<file path="src/rtl/obstacle_guard_if.sv">
// Sonar-to-motor obstacle path: raw distance samples in, filtered distance and stop/warn/fault out.
// master = sample producer / result consumer, slave = the guard itself.
interface obstacle_guard_if;
    logic [19:0] dist_in;
    logic        dist_valid;
    logic [19:0] dist_filt;
    logic        filt_valid;
    logic        stop;
    logic        warn;
    logic        sensor_fault;

    modport master (
        output dist_in,
        output dist_valid,
        input  dist_filt,
        input  filt_valid,
        input  stop,
        input  warn,
        input  sensor_fault
    );

    modport slave (
        input  dist_in,
        input  dist_valid,
        output dist_filt,
        output filt_valid,
        output stop,
        output warn,
        output sensor_fault
    );
endinterface

</file>
<file path="src/rtl/obstacle_guard.sv">
// Median-filtered, N-sample-confirmed stop request with hysteresis and a missing-sample fail-safe.
// Latency: sample -> dist_filt/warn 1 cycle, -> stop/sensor_fault 2 cycles; no backpressure (pulse in, pulse out).
module obstacle_guard #(
    parameter int unsigned STOP_TH     = 4000,
    parameter int unsigned CLEAR_TH    = 5000,
    parameter int unsigned WARN_TH     = 8000,
    parameter int unsigned N_CONFIRM   = 3,
    parameter int unsigned TIMEOUT_CYC = 30_000_000
) (
    input  logic              clk,
    input  logic              rst,
    obstacle_guard_if.slave   bus
);

    localparam int TW_RAW = $clog2(TIMEOUT_CYC + 1);
    localparam int TW     = (TW_RAW > 25) ? TW_RAW : 25;

    localparam logic [19:0]   FAR_DIST   = 20'hFFFFF;
    localparam logic [19:0]   STOP_TH_W  = 20'(STOP_TH);
    localparam logic [19:0]   CLEAR_TH_W = 20'(CLEAR_TH);
    localparam logic [19:0]   WARN_TH_W  = 20'(WARN_TH);
    localparam logic [3:0]    CNT_LAST   = 4'(N_CONFIRM - 1);
    localparam logic [TW-1:0] TMO_W      = TW'(TIMEOUT_CYC);

    typedef enum logic [1:0] {
        ST_CLEAR = 2'd0,
        ST_STOP  = 2'd1,
        ST_FAULT = 2'd2
    } state_t;

    state_t        state_q, state_d;
    logic [3:0]    cnt_q, cnt_d;
    logic [TW-1:0] timer_q, timer_d;
    logic [19:0]   s0_q, s0_d;
    logic [19:0]   s1_q, s1_d;
    logic [19:0]   s2_q, s2_d;
    logic          shifted_q, shifted_d;
    logic [19:0]   dist_filt_q, dist_filt_d;
    logic          filt_valid_q, filt_valid_d;
    logic          warn_q, warn_d;

    logic          accepted;
    logic          timeout_hit;
    logic [19:0]   median;

    function automatic logic [19:0] median3(input logic [19:0] a,
                                            input logic [19:0] b,
                                            input logic [19:0] c);
        logic [19:0] lo;
        logic [19:0] hi;
        lo = (a < b) ? a : b;
        hi = (a < b) ? b : a;
        if (c >= hi)      return hi;
        else if (c <= lo) return lo;
        else              return c;
    endfunction

    // A zero reading is a front-end glitch: it neither shifts the buffer nor feeds the watchdog.
    assign accepted    = bus.dist_valid && (bus.dist_in != 20'd0);
    assign timeout_hit = (timer_q == TMO_W);
    assign median      = median3(s0_q, s1_q, s2_q);

    // ------------------------------------------------------------------
    // FSM: state register
    // ------------------------------------------------------------------
    always_ff @(posedge clk or posedge rst) begin
        if (rst) begin
            state_q <= ST_CLEAR;
            cnt_q   <= 4'd0;
        end else begin
            state_q <= state_d;
            cnt_q   <= cnt_d;
        end
    end

    // ------------------------------------------------------------------
    // FSM: next state. Fault entry outranks a same-cycle evaluation;
    // a sample arriving on the expiry edge keeps the watchdog from firing.
    // ------------------------------------------------------------------
    always_comb begin
        state_d = state_q;
        cnt_d   = cnt_q;
        case (state_q)
            ST_FAULT: begin
                if (accepted) begin
                    state_d = ST_STOP;
                    cnt_d   = 4'd0;
                end
            end
            ST_CLEAR: begin
                if (timeout_hit && !accepted) begin
                    state_d = ST_FAULT;
                    cnt_d   = 4'd0;
                end else if (filt_valid_q) begin
                    if (dist_filt_q < STOP_TH_W) begin
                        if (cnt_q == CNT_LAST) begin
                            state_d = ST_STOP;
                            cnt_d   = 4'd0;
                        end else begin
                            cnt_d = cnt_q + 4'd1;
                        end
                    end else begin
                        cnt_d = 4'd0;
                    end
                end
            end
            ST_STOP: begin
                if (timeout_hit && !accepted) begin
                    state_d = ST_FAULT;
                    cnt_d   = 4'd0;
                end else if (filt_valid_q) begin
                    if (dist_filt_q >= CLEAR_TH_W) begin
                        if (cnt_q == CNT_LAST) begin
                            state_d = ST_CLEAR;
                            cnt_d   = 4'd0;
                        end else begin
                            cnt_d = cnt_q + 4'd1;
                        end
                    end else begin
                        cnt_d = 4'd0;
                    end
                end
            end
            default: begin
                state_d = ST_FAULT;
                cnt_d   = 4'd0;
            end
        endcase
    end

    // ------------------------------------------------------------------
    // FSM: outputs (from registered state, so reset clears stop at once)
    // ------------------------------------------------------------------
    always_comb begin
        bus.stop         = 1'b0;
        bus.sensor_fault = 1'b0;
        case (state_q)
            ST_STOP:  bus.stop = 1'b1;
            ST_FAULT: begin
                bus.stop         = 1'b1;
                bus.sensor_fault = 1'b1;
            end
            default: ;
        endcase
    end

    // ------------------------------------------------------------------
    // Datapath: sample buffer, median stage, warn, watchdog timer
    // ------------------------------------------------------------------
    always_comb begin
        s0_d         = s0_q;
        s1_d         = s1_q;
        s2_d         = s2_q;
        shifted_d    = accepted;
        dist_filt_d  = dist_filt_q;
        filt_valid_d = shifted_q;
        warn_d       = warn_q;
        timer_d      = timer_q;

        if (accepted) begin
            s2_d = s1_q;
            s1_d = s0_q;
            s0_d = bus.dist_in;
        end

        if (shifted_q) begin
            dist_filt_d = median;
        end

        // warn follows the newest median but is held low whenever the guard is (or is becoming) faulted.
        if (state_d == ST_FAULT) begin
            warn_d = 1'b0;
        end else if (shifted_q) begin
            warn_d = (median < WARN_TH_W);
        end

        if (accepted) begin
            timer_d = '0;
        end else if (!timeout_hit) begin
            timer_d = timer_q + TW'(1);
        end
    end

    always_ff @(posedge clk or posedge rst) begin
        if (rst) begin
            s0_q         <= FAR_DIST;
            s1_q         <= FAR_DIST;
            s2_q         <= FAR_DIST;
            shifted_q    <= 1'b0;
            dist_filt_q  <= FAR_DIST;
            filt_valid_q <= 1'b0;
            warn_q       <= 1'b0;
            timer_q      <= '0;
        end else begin
            s0_q         <= s0_d;
            s1_q         <= s1_d;
            s2_q         <= s2_d;
            shifted_q    <= shifted_d;
            dist_filt_q  <= dist_filt_d;
            filt_valid_q <= filt_valid_d;
            warn_q       <= warn_d;
            timer_q      <= timer_d;
        end
    end

    assign bus.dist_filt  = dist_filt_q;
    assign bus.filt_valid = filt_valid_q;
    assign bus.warn       = warn_q;

endmodule

</file>
<file path="src/flat_wrapper.sv">
// flat-port wrapper written by rule: the top's interface ports become plain ports
module obstacle_guard_flat 
#(
    parameter int unsigned STOP_TH     = 4000,
    parameter int unsigned CLEAR_TH    = 5000,
    parameter int unsigned WARN_TH     = 8000,
    parameter int unsigned N_CONFIRM   = 3,
    parameter int unsigned TIMEOUT_CYC = 30_000_000
)
  (clk, rst, bus_dist_in, bus_dist_valid, bus_dist_filt, bus_filt_valid, bus_stop, bus_warn, bus_sensor_fault);
  obstacle_guard_if bus_i ();
  input  logic clk;
  input  logic rst;
  input wire logic [$bits(bus_i.dist_in)-1:0] bus_dist_in;
  input wire logic [$bits(bus_i.dist_valid)-1:0] bus_dist_valid;
  output wire logic [$bits(bus_i.dist_filt)-1:0] bus_dist_filt;
  output wire logic [$bits(bus_i.filt_valid)-1:0] bus_filt_valid;
  output wire logic [$bits(bus_i.stop)-1:0] bus_stop;
  output wire logic [$bits(bus_i.warn)-1:0] bus_warn;
  output wire logic [$bits(bus_i.sensor_fault)-1:0] bus_sensor_fault;
  assign bus_i.dist_in = bus_dist_in;
  assign bus_i.dist_valid = bus_dist_valid;
  assign bus_dist_filt = bus_i.dist_filt;
  assign bus_filt_valid = bus_i.filt_valid;
  assign bus_stop = bus_i.stop;
  assign bus_warn = bus_i.warn;
  assign bus_sensor_fault = bus_i.sensor_fault;
  obstacle_guard #(.STOP_TH(STOP_TH), .CLEAR_TH(CLEAR_TH), .WARN_TH(WARN_TH), .N_CONFIRM(N_CONFIRM), .TIMEOUT_CYC(TIMEOUT_CYC)) u_core (.clk(clk), .rst(rst), .bus(bus_i));
endmodule
</file>
<file path="config.mk">
export PLATFORM = sky130hd
export DESIGN_NAME = obstacle_guard_flat
export DESIGN_NICKNAME = d
export VERILOG_FILES = /design/src/rtl/obstacle_guard_if.sv /design/src/rtl/obstacle_guard.sv /design/src/flat_wrapper.sv
export SDC_FILE = /design/constraint.sdc
export NUM_CORES = 1
export LEC_CHECK = 0
export CORE_MARGIN = 5
export CORE_UTILIZATION = 65
export DETAILED_ROUTE_END_ITERATION = 10
export DONT_BUFFER_PORTS = 1
export GPL_TIMING_DRIVEN = 0
export MAX_ROUTING_LAYER = met4
export PLACE_DENSITY = 0.93
export SYNTH_ARGS = -nofsm -noshare
export SYNTH_HDL_FRONTEND = slang
export SYNTH_SLANG_ARGS = --single-unit
</file>
<file path="constraint.sdc">
create_clock -name clk -period 6.15 [get_ports clk]
set_input_delay 0.3075 -clock clk [delete_from_list [all_inputs] [get_ports clk]]
set_output_delay 0.3075 -clock clk [all_outputs]
set_load 0.03 [all_outputs]
</file>
-- Word level (Yosys, flattened, before mapping)
Index checks and enable logic that the tools add are counted.
- $add $sub $neg: 2
- $mul: 0
- div/mod/pow operators: 0
- magnitude comparators: 6
- equality and inequality tests: 9
- shift-type cells: 0
- mux-type cells: 29
- bitwise logic cells: 0
- reduce and logical (&&, ||, !) cells: 8
- operators with widths (cell ; count):
    $mux W20 ; 4
    $mux W25 ; 2
    $mux W4 ; 8
    $add A25 B1 Y25 const B ; 1
    $eq A25 B25 Y1 const B ; 1
    $ge A20 B13 Y1 const B ; 1
    $ge A20 B20 Y1 ; 1
    $le A20 B20 Y1 ; 1
    $lt A20 B12 Y1 const B ; 1
    $lt A20 B13 Y1 const B ; 1
    $lt A20 B20 Y1 ; 1
    $reduce_bool A20 Y1 ; 1
    $mux W2 ; 9
    $pmux W4 S3 ; 1
    $ne A3 B1 Y1 const B ; 2
    $pmux W2 S3 ; 1
    $add A4 B1 Y4 const B ; 1
    $eq A2 B2 Y1 const B ; 2
    $eq A4 B2 Y1 const B ; 1
    $mux W1 ; 4
    $ne A2 B1 Y1 const B ; 2
    $reduce_and A3 Y1 ; 1
    $eq A2 B1 Y1 const B ; 1
    $logic_and A1 B1 Y1 ; 2
    4 further kinds ; 4
- flip-flop bits (word level): 114
- bits in latches: 0
- RAM bits: 0
- memory bits (read-only): 0
- input port bits: 23
- memories: 0

-- Depth between registers and ports, before layout
- word-level depth: 8
- depth in mapped cells: 24
- mapped depth without buffers: 20

-- Worst setup path after synthesis
Ideal clock, no wire load.
- path type: register -> register
- start: register u_core.s1_q[2]
- end: register u_core.warn_q, in the netlist u_core.bus.warn
- library setup time: 0.092 ns
- arrival time: 5.108 ns
- required time: 6.058 ns
- slack: 0.950 ns
- cell stages (with the launch flop): 25
- buffers on the path: 5
- cells stage by stage: dfstp_2 inv_1 ha_1 a211o_1 a31oi_1 o31ai_1 a221oi_2 and2_1 buf_6 clkbuf_1 buf_2 mux2i_1 ha_1 a21oi_1 o21ai_1 a2111oi_2 a2111o_1 and2_1 buf_6 nand2_2 buf_4 o22ai_1 a21oi_1 or4_1 o31ai_2
- cells in the longest elaborated chain, start to end: 8
- ends and longest elaborated chain (element ; line ; source):
    start: declaration ; obstacle_guard.sv:35 ; logic [19:0] s1_q, s1_d;
    start signal: assignment ; obstacle_guard.sv:187 ; s1_q <= FAR_DIST;
    start signal: assignment ; obstacle_guard.sv:196 ; s1_q <= s1_d;
    $lt A20 B20 Y1 ; obstacle_guard.sv:51, obstacle_guard.sv:52 ;
    $mux W20 ; obstacle_guard.sv:51 ; lo = (a < b) ? a : b;
    $le A20 B20 Y1 ; obstacle_guard.sv:54 ; else if (c <= lo) return lo;
    $mux W20 ; obstacle_guard.sv:54 ;
    $mux W20 * ; obstacle_guard.sv:53 ; if (c >= hi) return hi;
    $lt A20 B13 Y1 * ; obstacle_guard.sv:174 ; warn_d = (median < WARN_TH_W);
    $mux W1 * ; obstacle_guard.sv:173 ; end else if (shifted_q) begin
    $mux W1 * ; obstacle_guard.sv:171 ; if (state_d == ST_FAULT) begin
    end signal: assignment ; obstacle_guard.sv:201 ; warn_q <= warn_d;
    end: declaration ; obstacle_guard.sv:40 ; logic warn_q, warn_d;
Every way passes the cells marked *; elsewhere a longest branch is shown, timed or not. The select of a mux whose other input is x is not followed.
A chain may end at the register's enable or synchronous reset.

-- Worst setup path after layout
Same ends and word-level chain as after synthesis.

==> results.sh <==
export IMPL_period_share_pct=96.9
export IMPL_fin_nets=899
export IMPL_power_frac_comb_pct=30.9
export IMPL_drive_above_1_share_pct=19.2
export IMPL_arrival_ps=6400
export IMPL_yosysWarnings=0
export IMPL_drv_cap=0
export IMPL_required_ps=6590
export IMPL_hp_class="input port to async pin"
export IMPL_worst_path_largest_cell_delay_ps=530
export IMPL_start_util_pct=65.7
export IMPL_fp_dieH_um=114
export IMPL_outcome="complete, no violations"
export IMPL_synthArstFlopShare_pct=100
export IMPL_core_area_mm2=0.0107
export IMPL_worst_path_most_repeated_cell="buf_6"
export IMPL_setup_ws_ps=192
export IMPL_ant_nets=0
export IMPL_dieArea_mm2=0.0130
export IMPL_synthesis_nets=858
export IMPL_drt_first_iter_violations=730
export IMPL_switching_share_pct=38.4
export IMPL_end_kind="register"
export IMPL_yosys_top_cells_area="dfstp_2 30%, dfrtp_1 12%, ha_1 12%"
export IMPL_vias=6494
export IMPL_area_delta_synth_final_pct=14.6
export IMPL_insertion_delay_ps=540
export IMPL_tightest_slew_ps=1020
export IMPL_fmax_ghz=0.168
export IMPL_cellPowerDensity_mw_per_mm2=390
export IMPL_p_leak_nw=3.48
export IMPL_yosysSeqAreaShare_pct=42.0
export IMPL_finalSetupViolCount=0
export IMPL_place_ws_ps=-129
export IMPL_syn_area_mm2=0.00703
export IMPL_cts_tree="built"
export IMPL_worstSetupPathType="register to register"
export IMPL_max_vdd_ir_drop_mv=0.229
export IMPL_synth_seq_cells=114
export IMPL_synth_edf_count=0
export IMPL_synth_most_common_cell="nand2_1"
export IMPL_h_tree_depth=4
export IMPL_start_kind="register"
export IMPL_drcViolationCount=0
export IMPL_relSlewSlack_pct=31.5
export IMPL_row_count=38
export IMPL_fin_skew_ps=7.35
export IMPL_gp_congestion=0.942
export IMPL_io_buffers=0
export IMPL_power_internal_mw=1.94
export IMPL_min_period_ps=5960
export IMPL_critPathSlowestCell="dfstp_2"
export IMPL_antenna_found_initial=0
export IMPL_clock_sinks=114
export IMPL_synthCells=768
export IMPL_whs_ps=44.3
export IMPL_crit_chain="inv_1 -> ha_1 -> a211o_1 -> a31oi_1 -> o31ai_1 -> a221oi_2 -> and2_1 -> buf_6 -> clkbuf_4 -> buf_6 -> mux2i_1 -> ha_1 -> a21oi_1 -> o21ai_1 -> a2111oi_2 -> a2111o_1 -> and2_1 -> buf_6 -> nand2_2 -> buf_4 -> o22ai_1 -> a21oi_1 -> or4_1 -> o31ai_2"
export IMPL_crit_fanout=10
export IMPL_place_hpwl_um=13500
export IMPL_cts_path_max_buffers=2
export IMPL_p_seq_share_pct=39.1
export IMPL_first_pass_iters=5
export IMPL_avgViaCountPerCell=6.75
export IMPL_globalRouteTotalUtil_pct=33.1
export IMPL_switchingPower_mw=1.21
export IMPL_grt_max_degree=74
export IMPL_dieWidth_um=114
export IMPL_clkTransAtPathRegs_ps=60
export IMPL_routed_wl_um=20100
export IMPL_cts_buffers_inserted=17
export IMPL_diodes=0
export IMPL_finalMaxSlewViolations=0
export IMPL_overflow=0
export IMPL_netlist_cell_type_count=62
export IMPL_cts_root_buffer="clkbuf_8"
export IMPL_grt_pass1_wl_um=32800
export IMPL_synthFlopType="dfstp_2"
export IMPL_critPathBufInv=6
export IMPL_post_drt_wl_per_cell_um=20.9
export IMPL_hold_violations=0
export IMPL_synth_top_cell_by_area="dfstp_2"
export IMPL_clkPwrFrac_pct=30.0
export IMPL_yosys_area_top_type_share_pct=29.9
export IMPL_yosys_top_cells_count="133 x nand2_1, 80 x dfstp_2, 70 x nor2_1"
export IMPL_io_pins=47
export IMPL_grt_pass1_vias=6658
export IMPL_syn_avg_cell_area_um2=9.16
export IMPL_crit_family="compound AO/OA/AOI/OAI gates"
## worst reg2reg max path, delay by kind of cell, from the launching register on
kind	cells	cell delay [ps]
DFF	1	530
adders and majority gates	2	640
AOI/OAI and AO/OA	11	2430
buffers and inverters	6	1050
muxes	1	240
and+or+nand+nor	4	980
## power by group through the flow
stage | clock network [mW] | registers, mW | logic (mW)
floorplan | 0 | 1.18 | 0.672
global placement | 0 | 1.23 | 0.837
detailed placement | 0 | 1.24 | 0.886
CTS | 0.948 | 1.23 | 0.918
global route | 0.981 | 1.24 | 1.05
finish | 0.944 | 1.23 | 0.970
## layout make-up
class	count	area [µm²]
Multi-Input combinational cell	593	3840
Sequential cell	114	2950
Fill cell	668	2640
Clock buffer	20	435
Timing Repair Buffer	22	235
Tap cell	140	175
Buffer	31	168
Clock inverter	12	134
Inverter	30	115
## metal layers
layer	GRT usage (%)	vias up	share of wire [%]	wire length, µm
met5	-	-	0	0
met1	40.1	3111	38	7530
li1	-	2819	-	-
met3	6.79	124	9.5	1910
met2	52.5	440	48	9560
met4	16.8	0	5.3	1070
## what timing repair did
action / in CTS / in global routing
setup endpoints to repair: 1 / 11
buffers inserted: 0 / 1
pin swaps: 0 / 3
hold endpoints to repair: 20 / 0
resized for setup: 2 / 20
hold buffers: 20 / 0
## metrics by stage
stage | util, % | std cells | total power [mW] | instance area, µm² | setup TNS, ps
after floorplan | - | 768 | 1.86 | 7030 | 0
after global placement | 67.4 | 908 | 2.06 | 7210 | 0
after detailed placement | 67.6 | 909 | 2.12 | 7240 | -129
after CTS | 74.9 | 961 | 3.09 | 8010 | 0
after global routing | 75.3 | 962 | 3.27 | 8060 | -12.9
final | 75.3 | 962 | 3.14 | 8060 | 0
## placed cells by master, fill, tap and decap left out, types with 7 or more instances in the layout
cell type | Yosys | layout
nand2_1 | 133 | 133
dfstp_2 | 80 | 80
nor2_1 | 70 | 69
ha_1 | 67 | 67
a21oi_1 | 58 | 58
o21ai_0 | 53 | 53
dfrtp_1 | 34 | 34
inv_1 | 29 | 28
mux2i_1 | 22 | 22
clkbuf_1 | 22 | 20
dlygate4sd3_1 | 0 | 20
nand3_1 | 17 | 17
mux2_2 | 16 | 16
clkbuf_16 | 0 | 16
nand4_1 | 13 | 13
xor2_1 | 13 | 13
o22ai_1 | 12 | 12
nor4_1 | 11 | 10
nor3_1 | 11 | 9
and4_1 | 8 | 8
xnor2_1 | 8 | 8
o211ai_1 | 7 | 7
a21o_1 | 7 | 7
a31oi_1 | 7 | 7
## cells by family after synthesis
group | Yosys count | synth area share [%]
DFF | 114 | 42.0
adders and majority gates | 67 | 11.9
and+or+nand+nor | 293 | 18.9
AOI/OAI and AO/OA | 173 | 15.0
buffers and inverters | 61 | 3.72
xor gates and xnor gates | 21 | 2.62
muxes | 39 | 5.91
## sequential cells by signal, indices dropped and copies added, names as in the netlist
register,cells
u_core.bus.dist_filt,20
u_core.state_q,2
u_core.filt_valid_d,1
u_core.timer_q,25
u_core.s1_q,20
u_core.s0_q,20
u_core.bus.warn,1
u_core.s2_q,20
u_core.cnt_q,4
u_core.bus.filt_valid,1
## path summary, 6_finish.rpt
path                                    endpoint  slack (ps)  cells past startpoint                 from
max                              u_core.bus.warn         190                     24       u_core.s1_q[2]
min                               u_core.s0_q[8]          40                      1                  rst
max reg2reg                      u_core.bus.warn         190                     24       u_core.s1_q[2]
min reg2reg                u_core.bus.filt_valid         390                      0  u_core.filt_valid_d
max in group asynchronous        u_core.s1_q[10]        5680                      2                  rst
min in group clk                  u_core.s0_q[0]         130                      3       bus_dist_valid
No activity file was read; power rests on OpenSTA's default activity.
